<file path="src/rtl/regbank_rr_sched.sv">
// Round-robin scheduler sharing a DEPTH x DW register bank between NREQ requesters and a {hi,lo} pack engine.
// Optional macro REGBANK_CONTENTION_CNT_EN adds a saturating 16-bit count of cycles with two or more slots requesting.
module regbank_rr_sched #(
  parameter int NREQ  = 4,
  parameter int DEPTH = 4,
  parameter int DW    = 8,
  parameter int AW    = $clog2(DEPTH)
) (
  input  logic                         clk,
  input  logic                         rst_n,
  input  logic [NREQ-1:0]              req,
  input  logic [NREQ-1:0]              we,
  input  logic [NREQ*AW-1:0]           addr,
  input  logic [NREQ*DW-1:0]           wdata,
  output logic [NREQ-1:0]              gnt,
  output logic [DW-1:0]                rdata,
  output logic                         rvalid,
  output logic [$clog2(NREQ+1)-1:0]    rid,
  input  logic                         pack_req,
  input  logic [AW-1:0]                pack_hi_addr,
  input  logic [AW-1:0]                pack_lo_addr,
  output logic                         pack_ready,
  output logic                         pack_valid,
  output logic [2*DW-1:0]              pack_data,
`ifdef REGBANK_CONTENTION_CNT_EN
  output logic [15:0]                  contention_cnt,
`endif
  input  logic                         pack_ack
);
  localparam int RW = $clog2(NREQ+1);

  typedef enum logic [1:0] {IDLE, RD_HI, RD_LO, HOLD} pstate_t;

  pstate_t                  state, state_nxt;
  logic [DEPTH-1:0][DW-1:0] bank;
  logic [RW-1:0]            ptr;
  logic [AW-1:0]            hi_q, lo_q;
  logic [NREQ:0]            slot_req, gnt_all;
  logic                     gvalid, pack_rd, pack_gnt;
  logic [RW-1:0]            gidx;
  logic                     acc_we;
  logic [AW-1:0]            acc_addr;
  logic [DW-1:0]            acc_wdata, rd_val;

  // Slot NREQ is the pack engine; nothing requests while reset is held.
  assign pack_rd  = (state == RD_HI) || (state == RD_LO);
  assign slot_req = rst_n ? {pack_rd, req} : '0;

  always_comb begin
    int s;
    gvalid = 1'b0;
    gidx   = '0;
    s      = 0;
    for (int off = 0; off <= NREQ; off++) begin
      s = int'(ptr) + off;
      if (s > NREQ) s = s - (NREQ + 1);
      if (!gvalid && slot_req[s]) begin
        gvalid = 1'b1;
        gidx   = RW'(s);
      end
    end
  end

  always_comb begin
    gnt_all = '0;
    if (gvalid) gnt_all[gidx] = 1'b1;
  end

  assign gnt      = gnt_all[NREQ-1:0];
  assign pack_gnt = gnt_all[NREQ];

  always_comb begin
    acc_we    = 1'b0;
    acc_addr  = (state == RD_HI) ? hi_q : lo_q;
    acc_wdata = '0;
    for (int i = 0; i < NREQ; i++) begin
      if (gnt_all[i]) begin
        acc_we    = we[i];
        acc_addr  = addr[i*AW +: AW];
        acc_wdata = wdata[i*DW +: DW];
      end
    end
  end

  assign rd_val = bank[acc_addr];

  always_ff @(posedge clk or negedge rst_n) begin
    if (!rst_n) begin
      bank   <= '0;
      ptr    <= '0;
      rvalid <= 1'b0;
      rdata  <= '0;
      rid    <= '0;
    end else begin
      if (gvalid && acc_we) bank[acc_addr] <= acc_wdata;
      if (gvalid) ptr <= (gidx == RW'(NREQ)) ? '0 : gidx + 1'b1;
      rvalid <= gvalid && !acc_we && !pack_gnt;
      if (gvalid && !acc_we && !pack_gnt) begin
        rdata <= rd_val;
        rid   <= gidx;
      end
    end
  end

  always_comb begin
    state_nxt = state;
    case (state)
      IDLE:    if (pack_req) state_nxt = RD_HI;
      RD_HI:   if (pack_gnt) state_nxt = RD_LO;
      RD_LO:   if (pack_gnt) state_nxt = HOLD;
      HOLD:    if (pack_ack) state_nxt = IDLE;
      default: state_nxt = IDLE;
    endcase
  end

  always_ff @(posedge clk or negedge rst_n) begin
    if (!rst_n) begin
      state     <= IDLE;
      hi_q      <= '0;
      lo_q      <= '0;
      pack_data <= '0;
    end else begin
      state <= state_nxt;
      if (state == IDLE && pack_req) begin
        hi_q <= pack_hi_addr;
        lo_q <= pack_lo_addr;
      end
      if (pack_gnt && state == RD_HI) pack_data[2*DW-1:DW] <= rd_val;
      if (pack_gnt && state == RD_LO) pack_data[DW-1:0]    <= rd_val;
    end
  end

  assign pack_ready = (state == IDLE);
  assign pack_valid = (state == HOLD);

`ifdef REGBANK_CONTENTION_CNT_EN
  always_ff @(posedge clk or negedge rst_n) begin
    if (!rst_n)
      contention_cnt <= '0;
    else if ($countones(slot_req) >= 2 && contention_cnt != 16'hFFFF)
      contention_cnt <= contention_cnt + 16'd1;
  end
`endif
endmodule

</file>
<file path="config.mk">
export PLATFORM = sky130hd
export DESIGN_NAME = regbank_rr_sched
export DESIGN_NICKNAME = d
export VERILOG_FILES = /design/src/rtl/regbank_rr_sched.sv
export SDC_FILE = /design/constraint.sdc
export NUM_CORES = 1
export LEC_CHECK = 0
export CAP_MARGIN = 5
export CORE_ASPECT_RATIO = 1.4
export CORE_UTILIZATION = 53
export CTS_CLUSTER_DIAMETER = 80
export DETAILED_ROUTE_END_ITERATION = 6
export PLACE_DENSITY = 0.84
export REMOVE_ABC_BUFFERS = 1
export SYNTH_ARGS = -nofsm -noshare
export SYNTH_HDL_FRONTEND = slang
export SYNTH_SLANG_ARGS = --single-unit
</file>
<file path="constraint.sdc">
create_clock -name clk -period 5.7 [get_ports clk]
set_input_delay 1.14 -clock clk [delete_from_list [all_inputs] [get_ports clk]]
set_output_delay 1.14 -clock clk [all_outputs]
set_load 0.05 [all_outputs]
</file>
# --- Word level (Yosys, flattened, before mapping) ---
# Index checks and enable logic that the tools add are counted.
classes:
  n_addsub: 10
  multipliers: 0
  n_div: 0
  magnitude_cmp: 14
  n_eq_ne: 8
  shifts: 0
  mux: 58
  bitwise_logic: 0
  n_reduce_logical: 21
op_table:
  columns: ["op", "count"]
  rows:
  - ["less-than comparator 32 x 5 -> 1 bit (second input constant)", 5]
  - ["two-way mux 32 bit", 5]
  - ["two-way mux 8 bit", 6]
  - ["bitwise mux 32 bit", 1]
  - ["two-way mux 1 bit", 20]
  - ["subtractor 4 x 3 -> 5 bit (second input constant)", 4]
  - ["two-way mux 2 bit", 9]
  - ["two-way mux 3 bit", 6]
  - ["binary-select mux 8 bit (select 2 bit)", 1]
  - ["demux 8 bit (select 2 bit)", 1]
  - ["> comparator 4 x 3 -> 1 bit (second input constant)", 4]
  - ["binary-select mux 1 bit (select 3 bit)", 5]
  - ["logical AND 1 bit", 12]
  - ["two-way mux 5 bit", 2]
  - ["adder 3 x 2 -> 4 bit (second input constant)", 2]
  - ["case mux 2 bit (4 select lines)", 1]
  - ["zero test 1 bit", 6]
  - ["inequality test 2 bit (second input constant)", 3]
  - ["adder 3 x 1 -> 4 bit (second input constant)", 1]
  - ["adder 3 x 3 -> 4 bit (second input constant)", 1]
  - ["== test 2 bit (second input constant)", 2]
  - ["less-than comparator 3 x 4 -> 1 bit (second input constant)", 1]
  - ["AND reduction 4 bit", 1]
  - ["subtractor 3 x 3 -> 4 bit (second input constant)", 1]
  - ["other kinds (11)", 11]
word_totals:
  regBits: 69
  latchBits: 0
  mem_bits_rw: 0
  romBits: 0
  input_bits: 56
  out_inout_bits: 34
  n_memories: 0

# --- Logic depth before layout (Yosys ltp) ---
# Gate-level depths: netlist (run 1).
depth:
  depth_word: 33
  depth_mapped: 18

# --- Least setup slack after synthesis (run 1) ---
# OpenSTA, ideal clock, no wires.
synth_path:
  path_kind: "input port to output port"
  start: "input port rst_n"
  end: "output port gnt[2]"
  arrival_time_ns: 3.935
  required_ns: 4.560
  setup_slack_ns: 0.625
  stages: 10
  n_path_buf: 3
  cell_sequence: "clkbuf_1 -> nand2_1 -> a2111oi_0 -> o32ai_1 -> mux2_2 -> a211o_1 -> and2_0 -> buf_2 -> clkbuf_1 -> nor2_1"
synth_between:
  elab_chain_cells: 22
  word_cells_on_any_way: 40
  classes_between: "order compare: 2; mux: 29; reduce/logical: 9"
synth_rtl:
  columns: ["item", "line", "rtl"]
  rows:
  - ["start: declaration", "10", "input logic rst_n,"]
  - ["two-way mux 5 bit *", "47", "assign slot_req = rst_n ? {pack_rd, req} : '0;"]
  - ["binary-select mux 1 bit (select 3 bit)", "57", "if (!gvalid && slot_req[s]) begin"]
  - ["two-way mux 1 bit (implied by the code) (2 in series)", "57", null]
  - ["two-way mux 1 bit", "57", null]
  - ["zero test 1 bit", "57", null]
  - ["logical AND 1 bit", "57", null]
  - ["two-way mux 1 bit", "57", null]
  - ["zero test 1 bit", "57", null]
  - ["[5 not listed]", null, null]
  - ["zero test 1 bit", "57", null]
  - ["logical AND 1 bit", "57", null]
  - ["two-way mux 3 bit", "57", null]
  - ["less-than comparator 3 x 4 -> 1 bit (implied by the code) / >= comparator 3 x 1 -> 1 bit (equally long branches)", "66", "if (gvalid) gnt_all[gidx] = 1'b1;"]
  - ["logical AND 1 bit (implied by the code)", "66", null]
  - ["two-way mux 1 bit (implied by the code)", "66", null]
  - ["demux 1 bit (select 3 bit)", "66", null]
  - ["two-way mux 5 bit *", "66", null]
  - ["end: declaration", "15", "output logic [NREQ-1:0] gnt,"]
# Every way passes the cells marked *; elsewhere a longest branch is shown, timed or not. The select of a mux whose other input is x is not followed.

# --- Worst setup path in the final report (run 1) ---
layout_path:
  start: "register ptr[1]"
  end: "output port gnt[1]"
layout_between:
  elab_chain_cells: 23
  word_cells_on_any_way: 58
  classes_between: "add/sub: 9; order compare: 7; mux: 33; reduce/logical: 9"
layout_rtl:
  columns: ["item", "line", "rtl"]
  rows:
  - ["start: declaration", "36", "logic [RW-1:0] ptr;"]
  - ["start signal: assignment", "96", "if (gvalid) ptr <= (gidx == RW'(NREQ)) ? '0 : gidx + 1'b1;"]
  - ["branches (longest 22 deep; another with subtractor 4 x 3 -> 5 bit)", null, null]
  - ["two-way mux 5 bit *", "66", null]
# Every way passes the cells marked *. The select of a mux whose other input is x is not followed.

==> results of run 1 <==
cell usage in the layout, fill, tap and decap left out, types with 3 or more instances in the layout:
cell type / instances
a21oi_1: 20
nand3_4: 3
nor2b_1: 4
buf_12: 4
o31a_1: 4
a211oi_1: 31
o2bb2ai_1: 8
mux2i_4: 3
clkbuf_16: 9
and2_1: 4
dfrtp_1: 69
nand2b_1: 4
and3_1: 3
o21ai_0: 9
or3_1: 3
a31oi_1: 4
a211o_1: 3
buf_4: 13
a21o_1: 4
a21oi_2: 3
nand2_1: 70
nor3_1: 3
nand3_1: 9
a221o_1: 6
mux2_2: 49
o31ai_1: 26
mux2i_1: 8
ha_1: 17
nor4_1: 3
nor2_1: 18
clkdlybuf4s50_1: 84
inv_1: 24
a2111oi_2: 3
final cells by class:
class                           count  area, sq um
Clock inverter                      5         58.8
Sequential cell                    69         1730
Inverter                           26         97.6
Fill cell                         635         2510
Clock buffer                       11          253
Timing Repair Buffer              102         1020
Tap cell                          105          131
Multi-Input combinational cell    368         2860
through the flow:
step	setup WS [ps]	hold WS [ps]	TNS, ps	util (%)
2_1_floorplan	-416	464	-421	-
3_3_place_gp	584	462	0	67.2
3_5_place_dp	395	469	0	67.2
4_1_cts	70.5	482	0	70.8
5_1_grt	77.7	491	0	71.0
6_report	226	482	0	71.0
per-layer routing:
layer / GRT usage [%] / vias to the layer above / wire length, um
met5: 0 / - / 0
met4: 17.5 / 0 / 562
met3: 6.61 / 49 / 607
met2: 57.8 / 167 / 7530
met1: 33.3 / 2148 / 5050
li1: - / 1995 / -
logic make-up (layout without fill, tap and decap cells):
logic type,after synthesis,after routing
simple gates,143,143
compound gates,142,142
flops,69,69
mux,63,63
buf+inv,49,144
fa+ha+maj,17,17
xor+xnor,3,3
synthesized netlist by cell type, drive strengths merged (5+ instances only):
library cell,instances
a221o,6
clkbuf,10
inv,26
a21o,5
o21ai,9
nor2,18
a211oi,32
a21oi,23
a2111oi,5
o2bb2ai,8
nand3,13
nand2,70
and2,5
o31ai,27
mux2i,11
ha,17
dfrtp,69
mux2,52
buf,13
registers in the layout, indices dropped and copies added, names as in the netlist:
| name | count |
|---|---|
| ptr | 3 |
| rid | 3 |
| pack_data | 16 |
| rdata | 8 |
| rvalid | 1 |
| hi_q | 2 |
| bank | 32 |
| state | 2 |
| lo_q | 2 |
critical path: stages, from the launching register on:
cell	delay, ps
dfrtp_1	540
inv_1	220
ha_1	310
ha_1	320
nor2b_1	180
o31ai_1	390
a21oi_1	140
o32ai_1	350
mux2_2	400
a211o_1	250
and2_0	300
inv_2	280
nor2_1	140
buf_12	170
what timing repair did:
action                                 CTS  global route
endpoints found under the hold margin    0             0
setup endpoints to repair                0             3
resized for setup                        0             4
buffers inserted                         0             0
final timing paths:
kind | start | end | cells after the start
setup / recovery | ptr[1] | gnt[1] | 13
hold / removal | rid[1] | rid[1] | 1
setup reg to reg | ptr[1] | pack_data[11] | 13
hold reg to reg | rid[1] | rid[1] | 1
max in group asynchronous | rst_n | bank[12] | 2
min in group asynchronous | rst_n | state[1] | 1
==> flow_summary_export.csv, run 1 <==
group,metric,value,unit
cts,cts_buffers,9,
global_route,track_usage,32.0,%
global_route,grt_max_degree,39,
timing,finalCritPeriodShare,96.0,%
synthesis,synth_edf_count,0,
cts,path_clk_slew,60,ps
critical_path,crit_type,"register to output pin",
placement,dp_cells,670,
synthesis,yosysSeqAreaShare,36.1,%
drt,dr.first_iter.drc_count,227,
cts,root_buffer,"clkbuf_16",
synthesis,synth_cells,486,
synthesis,synth-simple-area-share,15.5,%
placement,gp_congestion,0.928,
drt,drcViolationCount,0,
drt,drt_first_pass_iters,4,
drt,postRouteWirelength,13800,um
timing,fin_crit,5470,ps
synthesis,yosysTopAreaCell,"dfrtp_1",
floorplanning,initial_core_util,55.2,%
synthesis,synth_ff_type,"dfrtp_1",
synthesis,avgSynthCellArea,9.84,sq um
placement,place_area,5820,sq um
cts,clockBufferDepth,2,
cts,clock_sinks,69,
timing,tightestPinTransition,728,ps
timing,rsz0062_at_grt,"no",
hold_path,hold_class,"register to register",
synthesis,ys_ff_latch,69,
global_route,grt_pass1_wl,22300,um
layout,design_area,6150,sq um
timing,maxSlewViolCount,0,
floorplanning,die_h,114,um
critical_path,required,4560,ps
cts,cts_tree,"built",
synthesis,synthesis.area,4780,sq um
layout,fin_nets,649,
critical_path,start_kind,"register",
floorplanning,core,8660,sq um
layout,layout-drive-gt1-share,18.8,%
cts,htreeDepth,3,
critical_path,end_kind,"output pin",
synthesis,postSynth.asyncResetShare,100,%
timing,hold_viol_final,0,
synthesis,synth_xor_area_share,0.863,%
timing,setup_viol,0,
layout,area_growth,28.5,%
global_route,antenna_found_initial,0,
cts,hold_buffers,0,
synthesis,synth_top_family_by_area,"compound AO/OA/AOI/OAI gates",
synthesis,synth_top_area_share,36.1,%
floorplanning,rows,40,
synthesis,synth.mux.area_fraction,15.4,%
drt,post_drt_wl_per_cell,20.0,um
synthesis,synth.area.top_cells,"dfrtp_1 (36%), mux2_2 (12%), nand2_1 (5.5%), a211oi_1 (4.9%), ha_1 (4.4%)",
synthesis,ys_types,72,
floorplanning,ioPinCount,90,
placement,hpwl,10400,um
floorplanning,die_w,82.3,um
synthesis,yosysWarnings,0,
timing,fmax,183,MHz
global_route,grt_pass1_vias,4552,
layout,diodes,0,
timing,fin_skew,5.40,ps
drt,vias_per_cell,6.35,
placement,portBuffers,89,
floorplanning,dieArea,9410,sq um
layout,fin_cells,686,
timing,maxSlewHeadroom,50.9,%
cts,insertion_delay,340,ps
critical_path,reg2reg_slack,400,ps
critical_path,cp_data_arrival_time,4330,ps
drt,vias,4359,
status,status,"finished, final reports clean",
synthesis,synth-adder-area-share,4.45,%
flow_run,maxCapViolations,0,
global_route,grt-ovfl-total,0,
synthesis,synth_compound_area_share,23.0,%
critical_path,crit_fanout,13,
drt,final_antenna_net_count,0,
Power of run 1 is left out: the tool's default activity adds up to more than one toggle a clock period on the data nets, which glitch-free logic cannot reach.
==> run 2, diff against run 1 <==
--- a/config.mk
+++ b/config.mk
@@ -10,6 +10,7 @@
 export CORE_UTILIZATION = 53
 export CTS_CLUSTER_DIAMETER = 80
 export DETAILED_ROUTE_END_ITERATION = 6
+export MAX_ROUTING_LAYER = met4
 export PLACE_DENSITY = 0.84
 export REMOVE_ABC_BUFFERS = 1
 export SYNTH_ARGS = -nofsm -noshare
==> run 2 against run 1 <==
Against the previous run: clock skew decreased by 1.5 ps; register-to-register slack improved by 110 ps; critical path depth unchanged; maximum frequency about the same; routed wire length decreased by 5.1%; worst setup slack got worse by 0.75 ps.
==> flow_summary_export.csv, run 2 (synthesized netlist as in run 1, its figures left out) <==
group,metric,value,unit
critical_path,critPathMaxStageDelay,550,ps
critical_path,end_kind,"output pin",
layout,num-fill-cells,646,
drt,vias,4321,
timing,tightestPinTransition,688,ps
critical_path,start_kind,"register",
floorplanning,initial_core_util,55.2,%
layout,area_growth,27.3,%
layout,layout-drive-gt1-share,18.1,%
timing,fmax,183,MHz
hold_path,hold_class,"register to register",
floorplanning,rows,40,
timing,setup_viol,0,
timing,worst_slack,225,ps
placement,hpwl,10100,um
critical_path,required,4560,ps
cts,insertion_delay,340,ps
cts,cts_buffers,9,
cts,clockBufferDepth,2,
timing,fin_crit,5480,ps
global_route,grt_max_degree,37,
critical_path,crit_fanout,14,
layout,final_common_cell,"clkdlybuf4s50_1",
cts,cts_setup_buffers,0,
critical_path,crit_type,"register to output pin",
placement,dp_cells,670,
layout,fin_cells,684,
timing,rsz0062_at_grt,"no",
floorplanning,dieArea,9410,sq um
layout,fin_nets,649,
critical_path,cp_data_arrival_time,4340,ps
placement,dp_slack,470,ps
layout,top_register,"bank",
critical_path,cp_slowest_cell,"dfrtp_1",
cts,root_buffer,"clkbuf_16",
timing,maxSlewHeadroom,53.7,%
global_route,grt-ovfl-total,0,
critical_path,cp_cell_sequence,"inv_1 > ha_1 > ha_1 > nor2b_1 > o31ai_1 > a21oi_1 > o32ai_1 > mux2_2 > a211o_1 > and2_0 > inv_2 > nor2_1 > buf_12",
layout,largest_registers,"bank: 32 flops, pack_data: 16 flops, rdata: 8 flops",
timing,maxSlewViolCount,0,
cts,cts_tree,"built",
cts,hold_buffers,0,
placement,gp_congestion,0.950,
floorplanning,die_h,114,um
drt,dr.first_iter.drc_count,307,
global_route,grt_pass1_vias,4394,
cts,clock_sinks,69,
layout,diodes,0,
critical_path,path_common_cell,"ha_1",
drt,postRouteWirelength,13100,um
timing,fin_skew,3.95,ps
placement,portBuffers,89,
global_route,antenna_found_initial,0,
timing,finalCritPeriodShare,96.1,%
timing,fin_tns_setup,0,ps
drt,drcViolationCount,0,
cts,path_clk_slew,50,ps
layout,layout_common_cells,"clkdlybuf4s50_1 (84), nand2_1 (70), dfrtp_1 (69), mux2_2 (49), a211oi_1 (31)",
drt,post_drt_wl_per_cell,19.1,um
drt,final_antenna_net_count,0,
flow_run,maxCapViolations,0,
cts,htreeDepth,3,
global_route,grt_pass1_wl,21200,um
drt,vias_per_cell,6.32,
drt,drt_first_pass_iters,5,
floorplanning,die_w,82.3,um
timing,hold_viol_final,0,
layout,largest_reg_flops,32,
floorplanning,core,8660,sq um
status,status,"finished, final reports clean",
global_route,track_usage,30.9,%
floorplanning,ioPinCount,90,
-- run 2: per-stage QoR --
step,cell area (sq um),hold slack [ps],util (%)
after global placement,5820,465,67.2
after CTS,6090,477,70.3
after detailed placement,5820,466,67.2
after floorplan,4660,464,-
after global routing,6090,500,70.3
final,6090,473,70.3
-- run 2: final cells by class --
class	instances	area, sq um	share of cell area [%]
Inverter	26	97.6	1.60
Clock inverter	2	10.0	0.164
Timing Repair Buffer	102	1020	16.8
Tap cell	105	131	2.16
Clock buffer	12	256	4.21
Multi-Input combinational cell	368	2840	46.7
Sequential cell	69	1730	28.4
-- run 2: worst paths after layout --
kind                       startpoint           end  slack [ps]  cells past startpoint
max                            ptr[1]        gnt[1]         220                     13
min                          rdata[3]      rdata[3]         470                      2
max reg2reg                    ptr[1]  pack_data[7]         510                     16
min reg2reg                  rdata[3]      rdata[3]         470                      2
max in group asynchronous       rst_n       bank[4]        4180                      2
min in group asynchronous       rst_n      state[0]         720                      1
-- run 2: routing by layer --
metal	part of all wire, %	up-vias	wire [um]	global-route usage [%]
li1	-	2008	-	-
met2	54	146	7000	53.7
met4	3.7	0	489	16.7
met1	39	2127	5090	33.9
met3	3.6	40	471	3.11
met5	0	-	0	-
-- run 2: critical path, delay by kind of cell, from the launching register on --
kind,cells,cell delay [ps]
compound gates,4,1160
buf+inv,3,680
fa+ha+maj,2,620
simple gates,3,590
flops,1,550
mux,1,400
-- run 2: what timing repair did --
action	in CTS	in global routing
hold endpoints to repair	0	0
setup endpoints to repair	0	3
resized for setup	0	2
Power of run 2 is left out for the same reason.
